### config.mk
export PLATFORM = sky130hd
export DESIGN_NAME = mem_bus_ctrl_flat
export DESIGN_NICKNAME = d
export VERILOG_FILES = /design/src/rtl/mem_bus_ctrl_pkg.sv /design/src/rtl/mem_bus_ctrl_if.sv /design/src/rtl/mem_bus_ctrl_sync2.sv /design/src/rtl/mem_bus_ctrl.sv /design/src/flat_wrapper.sv
export SDC_FILE = /design/constraint.sdc
export NUM_CORES = 1
export LEC_CHECK = 0
export ABC_AREA = 1
export CAP_MARGIN = 30
export CORE_MARGIN = 3
export CORE_UTILIZATION = 42
export CTS_CLUSTER_SIZE = 10
export DETAILED_ROUTE_END_ITERATION = 7
export PLACE_DENSITY = 0.8
export SLEW_MARGIN = 20
export SYNTH_ARGS = -nofsm -noshare
export SYNTH_HDL_FRONTEND = slang
export SYNTH_SLANG_ARGS = --single-unit
### constraint.sdc
create_clock -name clk -period 2.1 [get_ports clk]
set_input_delay 0.42 -clock clk [delete_from_list [all_inputs] [get_ports clk]]
set_output_delay 0.42 -clock clk [all_outputs]
set_load 0.05 [all_outputs]
### src/rtl/mem_bus_ctrl_pkg.sv
// -----------------------------------------------------------------------------
// mem_bus_ctrl_pkg
// Shared types and constants for the memory/bus controller:
//   - mbc_state_e : controller FSM states
//   - mbc_port_e  : which pipeline port currently owns the grant
//   - IO_SPACE_BIT, ZERO_WORD, LAT_CNT_W
//   - is_io_addr(): address decoder for the memory-mapped I/O space
// -----------------------------------------------------------------------------
package mem_bus_ctrl_pkg;

    localparam int          IO_SPACE_BIT = 31;
    localparam int          LAT_CNT_W    = 3;
    localparam logic [31:0] ZERO_WORD    = 32'h0000_0000;

    typedef enum logic [1:0] {
        MBC_IDLE     = 2'd0,
        MBC_RAM_ACC  = 2'd1,
        MBC_RAM_WAIT = 2'd2,
        MBC_RESP     = 2'd3
    } mbc_state_e;

    typedef enum logic {
        PORT_IF = 1'b0,
        PORT_D  = 1'b1
    } mbc_port_e;

    // True when the byte address falls in the memory-mapped I/O window.
    function automatic logic is_io_addr(input logic [31:0] addr);
        return addr[IO_SPACE_BIT];
    endfunction

endpackage

### src/rtl/mem_bus_ctrl_if.sv
// -----------------------------------------------------------------------------
// mem_bus_ctrl_if
// Bundles the fetch port, the data port and the RAM macro port of the
// memory/bus controller.
//   slave  : the controller's view (takes requests, drives acks and the RAM)
//   master : the surroundings' view (pipeline stages issue requests, RAM
//            returns read data)
// Parameter RAM_AW sets the RAM word-address width.
// -----------------------------------------------------------------------------
interface mem_bus_ctrl_if #(
    parameter int RAM_AW = 10
);
    // fetch port
    logic              if_req;
    logic [31:0]       if_addr;
    logic [31:0]       if_rdata;
    logic              if_ack;
    // data port
    logic              d_req;
    logic              d_we;
    logic [31:0]       d_addr;
    logic [31:0]       d_wdata;
    logic [31:0]       d_rdata;
    logic              d_ack;
    // RAM macro
    logic              ram_ce;
    logic              ram_we;
    logic [RAM_AW-1:0] ram_addr;
    logic [31:0]       ram_wdata;
    logic [31:0]       ram_rdata;

    modport slave (
        input  if_req, if_addr,
        output if_rdata, if_ack,
        input  d_req, d_we, d_addr, d_wdata,
        output d_rdata, d_ack,
        output ram_ce, ram_we, ram_addr, ram_wdata,
        input  ram_rdata
    );

    modport master (
        output if_req, if_addr,
        input  if_rdata, if_ack,
        output d_req, d_we, d_addr, d_wdata,
        input  d_rdata, d_ack,
        input  ram_ce, ram_we, ram_addr, ram_wdata,
        output ram_rdata
    );

endinterface

### src/rtl/mem_bus_ctrl_sync2.sv
// -----------------------------------------------------------------------------
// mem_bus_ctrl_sync2
// Parameterised-width two-flop synchronizer for slow asynchronous inputs
// (the board DIP switches). Output lags the input by two clock edges.
// Ports:
//   clk  in  1      system clock
//   rst  in  1      synchronous active-high reset, clears both stages
//   d_i  in  WIDTH  asynchronous input
//   q_o  out WIDTH  synchronized output
// -----------------------------------------------------------------------------
module mem_bus_ctrl_sync2 #(
    parameter int WIDTH = 12
) (
    input  logic             clk,
    input  logic             rst,
    input  logic [WIDTH-1:0] d_i,
    output logic [WIDTH-1:0] q_o
);

    logic [WIDTH-1:0] meta_q;
    logic [WIDTH-1:0] sync_q;

    // Two back-to-back capture stages.
    always_ff @(posedge clk) begin
        if (rst) begin
            meta_q <= '0;
            sync_q <= '0;
        end else begin
            meta_q <= d_i;
            sync_q <= meta_q;
        end
    end

    assign q_o = sync_q;

endmodule

### src/rtl/mem_bus_ctrl.sv
// -----------------------------------------------------------------------------
// mem_bus_ctrl
// Owns the single-port unified RAM and the memory-mapped I/O (switches, LEDs).
// Arbitrates the IF fetch port against the MEM data port (data wins), runs
// multi-cycle RAM reads and raises a pipeline stall while a request is open.
// Parameters:
//   RAM_AW   RAM word-address width (2**RAM_AW 32-bit words)
//   RAM_LAT  RAM read latency in cycles after ram_ce (1..7)
// Ports:
//   clk, rst      clock, synchronous active-high reset
//   bus           fetch/data/RAM bundle, slave side
//   switch_on_i   asynchronous DIP switches (12 bits)
//   led_out_o     LED register (12 bits)
//   stall_req_o   request pending and not acknowledged this cycle
// -----------------------------------------------------------------------------
module mem_bus_ctrl
    import mem_bus_ctrl_pkg::*;
#(
    parameter int RAM_AW  = 10,
    parameter int RAM_LAT = 1
) (
    input  logic            clk,
    input  logic            rst,
    mem_bus_ctrl_if.slave   bus,
    input  logic [11:0]     switch_on_i,
    output logic [11:0]     led_out_o,
    output logic            stall_req_o
);

    // Last RAM_WAIT count value; a latency of 1 captures on the first wait cycle.
    localparam logic [LAT_CNT_W-1:0] LAT_LAST = LAT_CNT_W'(RAM_LAT - 1);

    mbc_state_e           state_q;
    mbc_port_e            gnt_port_q;
    logic                 gnt_we_q;
    logic [LAT_CNT_W-1:0] lat_cnt_q;
    logic [31:0]          if_rdata_q;
    logic                 if_ack_q;
    logic [31:0]          d_rdata_q;
    logic                 d_ack_q;
    logic                 ram_ce_q;
    logic                 ram_we_q;
    logic [RAM_AW-1:0]    ram_addr_q;
    logic [31:0]          ram_wdata_q;
    logic [11:0]          led_q;
    logic [11:0]          sw_sync_s;
    logic                 unused_addr_bits_s;

    mem_bus_ctrl_sync2 #(
        .WIDTH (12)
    ) u_sw_sync (
        .clk (clk),
        .rst (rst),
        .d_i (switch_on_i),
        .q_o (sw_sync_s)
    );

    // Controller FSM with grant, latency counter, LED and all bus outputs registered.
    always_ff @(posedge clk) begin
        if (rst) begin
            state_q     <= MBC_IDLE;
            gnt_port_q  <= PORT_IF;
            gnt_we_q    <= 1'b0;
            lat_cnt_q   <= '0;
            if_rdata_q  <= ZERO_WORD;
            if_ack_q    <= 1'b0;
            d_rdata_q   <= ZERO_WORD;
            d_ack_q     <= 1'b0;
            ram_ce_q    <= 1'b0;
            ram_we_q    <= 1'b0;
            ram_addr_q  <= '0;
            ram_wdata_q <= ZERO_WORD;
            led_q       <= 12'h000;
        end else begin
            // Acks and RAM strobes are single-cycle unless re-armed below.
            if_ack_q <= 1'b0;
            d_ack_q  <= 1'b0;
            ram_ce_q <= 1'b0;
            ram_we_q <= 1'b0;
            case (state_q)
                MBC_IDLE: begin
                    if (bus.d_req) begin
                        gnt_port_q <= PORT_D;
                        gnt_we_q   <= bus.d_we;
                        if (is_io_addr(bus.d_addr)) begin
                            // I/O completes without touching the RAM.
                            state_q <= MBC_RESP;
                            d_ack_q <= 1'b1;
                            if (bus.d_we) begin
                                led_q <= bus.d_wdata[11:0];
                            end else begin
                                d_rdata_q <= {20'd0, sw_sync_s};
                            end
                        end else begin
                            state_q     <= MBC_RAM_ACC;
                            ram_ce_q    <= 1'b1;
                            ram_we_q    <= bus.d_we;
                            ram_addr_q  <= bus.d_addr[RAM_AW+1:2];
                            ram_wdata_q <= bus.d_wdata;
                        end
                    end else if (bus.if_req) begin
                        gnt_port_q <= PORT_IF;
                        gnt_we_q   <= 1'b0;
                        if (is_io_addr(bus.if_addr)) begin
                            // Nothing executable lives in I/O space; return zero.
                            state_q    <= MBC_RESP;
                            if_ack_q   <= 1'b1;
                            if_rdata_q <= ZERO_WORD;
                        end else begin
                            state_q    <= MBC_RAM_ACC;
                            ram_ce_q   <= 1'b1;
                            ram_addr_q <= bus.if_addr[RAM_AW+1:2];
                        end
                    end else begin
                        state_q <= MBC_IDLE;
                    end
                end
                MBC_RAM_ACC: begin
                    if (gnt_we_q) begin
                        state_q <= MBC_RESP;
                        d_ack_q <= 1'b1;
                    end else begin
                        state_q   <= MBC_RAM_WAIT;
                        lat_cnt_q <= '0;
                    end
                end
                MBC_RAM_WAIT: begin
                    if (lat_cnt_q == LAT_LAST) begin
                        state_q <= MBC_RESP;
                        if (gnt_port_q == PORT_D) begin
                            d_rdata_q <= bus.ram_rdata;
                            d_ack_q   <= 1'b1;
                        end else begin
                            if_rdata_q <= bus.ram_rdata;
                            if_ack_q   <= 1'b1;
                        end
                    end else begin
                        lat_cnt_q <= lat_cnt_q + {{(LAT_CNT_W-1){1'b0}}, 1'b1};
                    end
                end
                MBC_RESP: begin
                    state_q <= MBC_IDLE;
                end
                default: begin
                    state_q <= MBC_IDLE;
                end
            endcase
        end
    end

    assign bus.if_rdata  = if_rdata_q;
    assign bus.if_ack    = if_ack_q;
    assign bus.d_rdata   = d_rdata_q;
    assign bus.d_ack     = d_ack_q;
    assign bus.ram_ce    = ram_ce_q;
    // A store whose RAM_ACC cycle coincides with reset must not reach the array.
    assign bus.ram_we    = ram_we_q & ~rst;
    assign bus.ram_addr  = ram_addr_q;
    assign bus.ram_wdata = ram_wdata_q;
    assign led_out_o     = led_q;
    assign stall_req_o   = (bus.if_req | bus.d_req) & ~(if_ack_q | d_ack_q);

    // Byte-lane and wrap-around address bits are deliberately ignored.
    assign unused_addr_bits_s = ^{bus.if_addr[30:RAM_AW+2], bus.if_addr[1:0],
                                  bus.d_addr[30:RAM_AW+2],  bus.d_addr[1:0]};

endmodule
### src/flat_wrapper.sv
// flat-port wrapper written by rule: the top's interface ports become plain ports
module mem_bus_ctrl_flat import mem_bus_ctrl_pkg::*;
#(
    parameter int RAM_AW  = 10,
    parameter int RAM_LAT = 1
)
  (clk, rst, switch_on_i, led_out_o, stall_req_o, bus_if_req, bus_if_addr, bus_if_rdata, bus_if_ack, bus_d_req, bus_d_we, bus_d_addr, bus_d_wdata, bus_d_rdata, bus_d_ack, bus_ram_ce, bus_ram_we, bus_ram_addr, bus_ram_wdata, bus_ram_rdata);
  mem_bus_ctrl_if #(.RAM_AW(RAM_AW)) bus_i ();
  input  logic clk;
  input  logic rst;
  input  logic [11:0] switch_on_i;
  output logic [11:0] led_out_o;
  output logic stall_req_o;
  input wire logic [$bits(bus_i.if_req)-1:0] bus_if_req;
  input wire logic [$bits(bus_i.if_addr)-1:0] bus_if_addr;
  output wire logic [$bits(bus_i.if_rdata)-1:0] bus_if_rdata;
  output wire logic [$bits(bus_i.if_ack)-1:0] bus_if_ack;
  input wire logic [$bits(bus_i.d_req)-1:0] bus_d_req;
  input wire logic [$bits(bus_i.d_we)-1:0] bus_d_we;
  input wire logic [$bits(bus_i.d_addr)-1:0] bus_d_addr;
  input wire logic [$bits(bus_i.d_wdata)-1:0] bus_d_wdata;
  output wire logic [$bits(bus_i.d_rdata)-1:0] bus_d_rdata;
  output wire logic [$bits(bus_i.d_ack)-1:0] bus_d_ack;
  output wire logic [$bits(bus_i.ram_ce)-1:0] bus_ram_ce;
  output wire logic [$bits(bus_i.ram_we)-1:0] bus_ram_we;
  output wire logic [$bits(bus_i.ram_addr)-1:0] bus_ram_addr;
  output wire logic [$bits(bus_i.ram_wdata)-1:0] bus_ram_wdata;
  input wire logic [$bits(bus_i.ram_rdata)-1:0] bus_ram_rdata;
  assign bus_i.if_req = bus_if_req;
  assign bus_i.if_addr = bus_if_addr;
  assign bus_if_rdata = bus_i.if_rdata;
  assign bus_if_ack = bus_i.if_ack;
  assign bus_i.d_req = bus_d_req;
  assign bus_i.d_we = bus_d_we;
  assign bus_i.d_addr = bus_d_addr;
  assign bus_i.d_wdata = bus_d_wdata;
  assign bus_d_rdata = bus_i.d_rdata;
  assign bus_d_ack = bus_i.d_ack;
  assign bus_ram_ce = bus_i.ram_ce;
  assign bus_ram_we = bus_i.ram_we;
  assign bus_ram_addr = bus_i.ram_addr;
  assign bus_ram_wdata = bus_i.ram_wdata;
  assign bus_i.ram_rdata = bus_ram_rdata;
  mem_bus_ctrl #(.RAM_AW(RAM_AW), .RAM_LAT(RAM_LAT)) u_core (.clk(clk), .rst(rst), .bus(bus_i), .switch_on_i(switch_on_i), .led_out_o(led_out_o), .stall_req_o(stall_req_o));
endmodule
Yosys cells after proc, flatten, opt, wreduce, memory -nomap -nowiden
Cells that the tools add are included.

storage, ports and cells
  bits of input ports = 145
  output and inout port bits = 123
  flip-flop bits (word level) = 153
  logic and storage cells = 100

operators by class
  equal/unequal tests = 16
  reduce and logical (&&, ||, !) cells = 14
  multiplexer cells = 45
  bitwise gates (word level) = 9
  add/subtract/negate cells = 1

operator list
  cell                 number
  $mux 32              10
  $pmux 32 s2          2
  $mux 10              4
  $ne 2x2->1 const B   10
  $mux 1               18
  $reduce_and 6->1     2
  $mux 2               5
  $pmux 2 s4           1
  $reduce_and 4->1     2
  $mux 3               2
  $ne 2x1->1 const B   3
  $pmux 3 s2           1
  $reduce_and 3->1     2
  $reduce_bool 2->1    3
  $not 1->1            5
  $eq 2x2->1 const B   2
  $reduce_or 4->1      1
  $add 3x1->3 const B  1
  $logic_not 3->1      1
  $pmux 1 s3           1
  $and 1x1->1          2
  $eq 2x1->1 const B   1
  $logic_not 2->1      1
  $or 1x1->1           2
  other kinds (3)      3

Logic depth before layout (Yosys ltp)
  depth in word-level cells = 4
  mapped depth = 11
  mapped depth without buffers = 10

Cells and area by module
From an unflattened synthesis, not the netlist that was laid out.

unflattened totals
  cell total of the unflattened synthesis = 877
  area total of the unflattened synthesis = 6,312.3 µm²

modules (own cells, without submodules)
  module              area an instance (µm²)  cells each  sequential area each (µm²)  instances
  mem_bus_ctrl        5,629.1                 803         2,582.5                     1
  mem_bus_ctrl_sync2  683.2                   74          480.5                       1

Worst setup path before layout
OpenSTA, ideal clock, no wires.

  kind = reg-to-output
  start point = reg u_core.d_ack_q (netlist: u_core.bus.d_ack)
  end point = out stall_req_o
  path buffers = 0
  data arrival time = 1.622 ns
  path slack = 0.058 ns
  data required time = 1.680 ns
  cell stages (with the launch flop) = 2
  cell sequence = dfxtp_1 -> nor3_1

between the ends
  longest elaborated chain between the ends = 3

RTL lines
  what                      RTL line             text
  start: declaration        mem_bus_ctrl.sv:40   logic d_ack_q;
  start signal: assignment  mem_bus_ctrl.sv:68   d_ack_q <= 1'b0;
  start signal: assignment  mem_bus_ctrl.sv:77   d_ack_q <= 1'b0;
  start signal: assignment  mem_bus_ctrl.sv:88   d_ack_q <= 1'b1;
  $or 1x1->1                mem_bus_ctrl.sv:161  assign stall_req_o = (bus.if_req | bus.d_req) & ~(if_ack_q | d_ack_q);
  $not 1->1                 mem_bus_ctrl.sv:161
  $and 1x1->1               mem_bus_ctrl.sv:161
  end: declaration          flat_wrapper.sv:13   output logic stall_req_o;

No other way between the ends.

Worst setup path in the final report
  start point = reg u_core.d_ack_q (netlist: u_core.bus.d_ack)
  end point = out bus_d_ack

RTL lines
  what              RTL line            text
  end: declaration  flat_wrapper.sv:23  output wire logic [$bits(bus_i.d_ack)-1:0] bus_d_ack;

No word-level cell between the ends.

==> qor.txt <==
largest net degree at the start of global routing: 58
hold depth: 2
Setup CP Type: reg -> out
RD Place Congestion: 0.8349
CP Depth: 1
worst reg-to-reg path cell count: 8
CP Cell Sequence: clkdlybuf4s50_1
syn_nets: 1048
vias: 6139
Power Density: 1022 nW/um^2
Worst EP required: 1680 ps
# nets final: 1266
Core ar.: 14200 um^2
final setup fails: 0
remaining global-route overflow: 0
HPWL Detailed: 12200 um
total of max-cap violations: 0
Clock Skews: 6.597 ps
Port Buffers: 225
sequential area share after synthesis: 0.4923
largest fanout on the critical path: 2
Leak: 4.272 nW
Worst setup EP type: output port
pins over their slew limit: 0
die area: 16310 um^2
Synth Instances: 897
number of global-route vias before repair: 5659
Post-Route WL: 17040 um
Final ANT Viol Nets: 0
number of distinct library cells after synthesis: 23
most common cell after layout, fill and taps aside: nor2_1
CP arrival: 1610 ps
Fmax: 0.4929 GHz
initial antenna violation count: 0
Layout area overhead: 49.53%
CTS H-tree depth: 4
first-pass GRT wire length: 26940 um
commonest cells after routing, fill and taps aside: nor2_1, clkdlybuf4s50_1, nand2_1
syn_area_per_cell: 6.937 um^2
vias per inst: 4.701
Final Hold Fails: 0
synthesized area: 6222 um^2
DRC: 0
Max transition margin: 0.6145
TritonCTS clock tree: built
post-synthesis register bit count: 153
CTS Buffer Depth: 2
FP Rows: 43
Detailed Routing Iterations Pass 1: 5
actual slew at the worst max-slew pin: 576.4 ps
Crit path largest cell delay: 850 ps
fin crit share: 0.9662
share of the synthesized area in the top cell type: 0.4923
Peak VDD IR: 0.5717 mV
Crit path max-delay family: buffers and inverters
cells resized by post-CTS repair: 0
cts bufs inserted: 17
ANT cells: 0
Ys Warns: 0
clock slew at reported path FFs: 60 ps
CP startpoint kind: flop
Die X: 127.7 um
DR iter-0 viols: 305
share of layout cells above drive strength 1: 0.06217
clk_lat worst skew: 410 ps
setup TNS: 0 ps
Total GRT Usage: 0.2042
Tot Pwr: 0.009507 W
RSZ-0062 raised after global routing: false
status: finished clean
Die Span Y: 127.7 um
CTS sink count: 153
fin crit period: 2029 ps
Critical path buffers and inverters: 1
hold_buf cts: 0
average wire per standard cell: 13.05 um
cell taking the most area after synthesis: dfxtp_1
I/O Pins: 268
setup bufs post-CTS: 0
critical path's slowest cell: clkdlybuf4s50_1
Root Driver: clkbuf_16
Worst Hold Class: reg -> reg
top cells by area, synth: dfxtp_1, nor2_1, nand2_1
Starting Density: 0.4381
## report_power, final
| part | switching [W] | total [W] | leakage, nW | internal, W |
|---|---|---|---|---|
| registers | 0.000163 | 0.00340 | 1.26 | 0.00324 |
| logic | 0.00205 | 0.00316 | 2.74 | 0.00112 |
| clock network | 0.00114 | 0.00294 | 0.273 | 0.00180 |
## per-stage QoR
step | cell area [um^2] | setup WS [ps] | cells | utilization | hold slack (ps)
after global routing | 9304 | 26.26 | 1306 | 0.6550 | 418.3
after floorplan | 6222 | 58.17 | 897 | - | 388.3
after CTS | 9299 | 0.6567 | 1306 | 0.6547 | 400.1
after global placement | 8736 | 20.70 | 1276 | 0.6150 | 392.9
after detailed placement | 8736 | -53.16 | 1276 | 0.6150 | 392.2
final | 9304 | 71.03 | 1306 | 0.6550 | 399.0
## flip-flops by register name (all words and copies together) (netlist names)
register                 count
u_core.bus.d_ack             1
u_core.bus.d_rdata          32
u_core.bus.if_ack            1
u_core.bus.if_rdata         32
u_core.bus.ram_addr         10
u_core.bus.ram_ce            1
u_core.bus.ram_wdata        32
u_core.gnt_port_q            1
u_core.gnt_we_q              1
u_core.lat_cnt_q             3
u_core.led_out_o            12
u_core.ram_we_q              1
u_core.state_q               2
u_core.u_sw_sync.meta_q     12
u_core.u_sw_sync.q_o        12
## kinds of logic (layout without fill, tap and decap cells)
group / count (synthesis) / in the layout / synth area share
and+or+nand+nor: 490 / 490 / 0.3153
adders and majority gates: 6 / 6 / 0.01206
DFF: 153 / 153 / 0.4923
AOI/OAI and AO/OA: 99 / 99 / 0.08064
buffers and inverters: 149 / 378 / 0.09974
## layer usage
layer / share of wire / vias to the layer above / wire length [um] / global-route usage
met3: 0.074 / 27 / 1260 / 0.05792
met4: 0.021 / 0 / 359 / 0.07428
met5: 0 / - / 0 / 0
li1: - / 3186 / - / -
met1: 0.44 / 2715 / 7444 / 0.2478
met2: 0.47 / 211 / 7972 / 0.3462
## path summary, 6_finish.rpt
kind / startpoint / to / slack [ps]
setup / recovery: u_core.bus.d_ack$_SDFF_PP0_ / bus_d_ack / 70
hold / removal: u_core.u_sw_sync.meta_q[9]$_SDFF_PP0_ / u_core.u_sw_sync.q_o[9]$_SDFF_PP0_ / 400
setup reg to reg: u_core.state_q[0]$_SDFFE_PP0P_ / u_core.bus.if_rdata[24]$_SDFFE_PP0P_ / 290
hold reg to reg: u_core.u_sw_sync.meta_q[9]$_SDFF_PP0_ / u_core.u_sw_sync.q_o[9]$_SDFF_PP0_ / 400
## cell type report
class / instances / area, um^2
fillers: 1254 / 4900
flip-flops and latches: 153 / 3063
repair buffers: 254 / 2552
multi-input cells: 595 / 2546
clock buffers: 23 / 467.9
inverters: 94 / 354.1
well taps: 180 / 225.2
clock inverters: 7 / 95.09
## cell usage after synthesis
| cell | number |
|---|---|
| nor2_2 | 2 |
| a21oi_1 | 45 |
| inv_2 | 3 |
| a31oi_1 | 1 |
| clkbuf_1 | 25 |
| buf_1 | 1 |
| nor3_1 | 3 |
| o211ai_1 | 1 |
| o21ai_0 | 51 |
| nand3_2 | 1 |
| nor2_4 | 1 |
| buf_6 | 2 |
| buf_2 | 22 |
| nor2_1 | 247 |
| nand3_1 | 34 |
| nand4_1 | 20 |
| o21a_1 | 1 |
| ha_1 | 6 |
| nand2_1 | 179 |
| inv_1 | 91 |
| nand2_2 | 3 |
| dfxtp_1 | 153 |
| buf_4 | 5 |
Note: power is estimated with default switching activity, not from simulation.
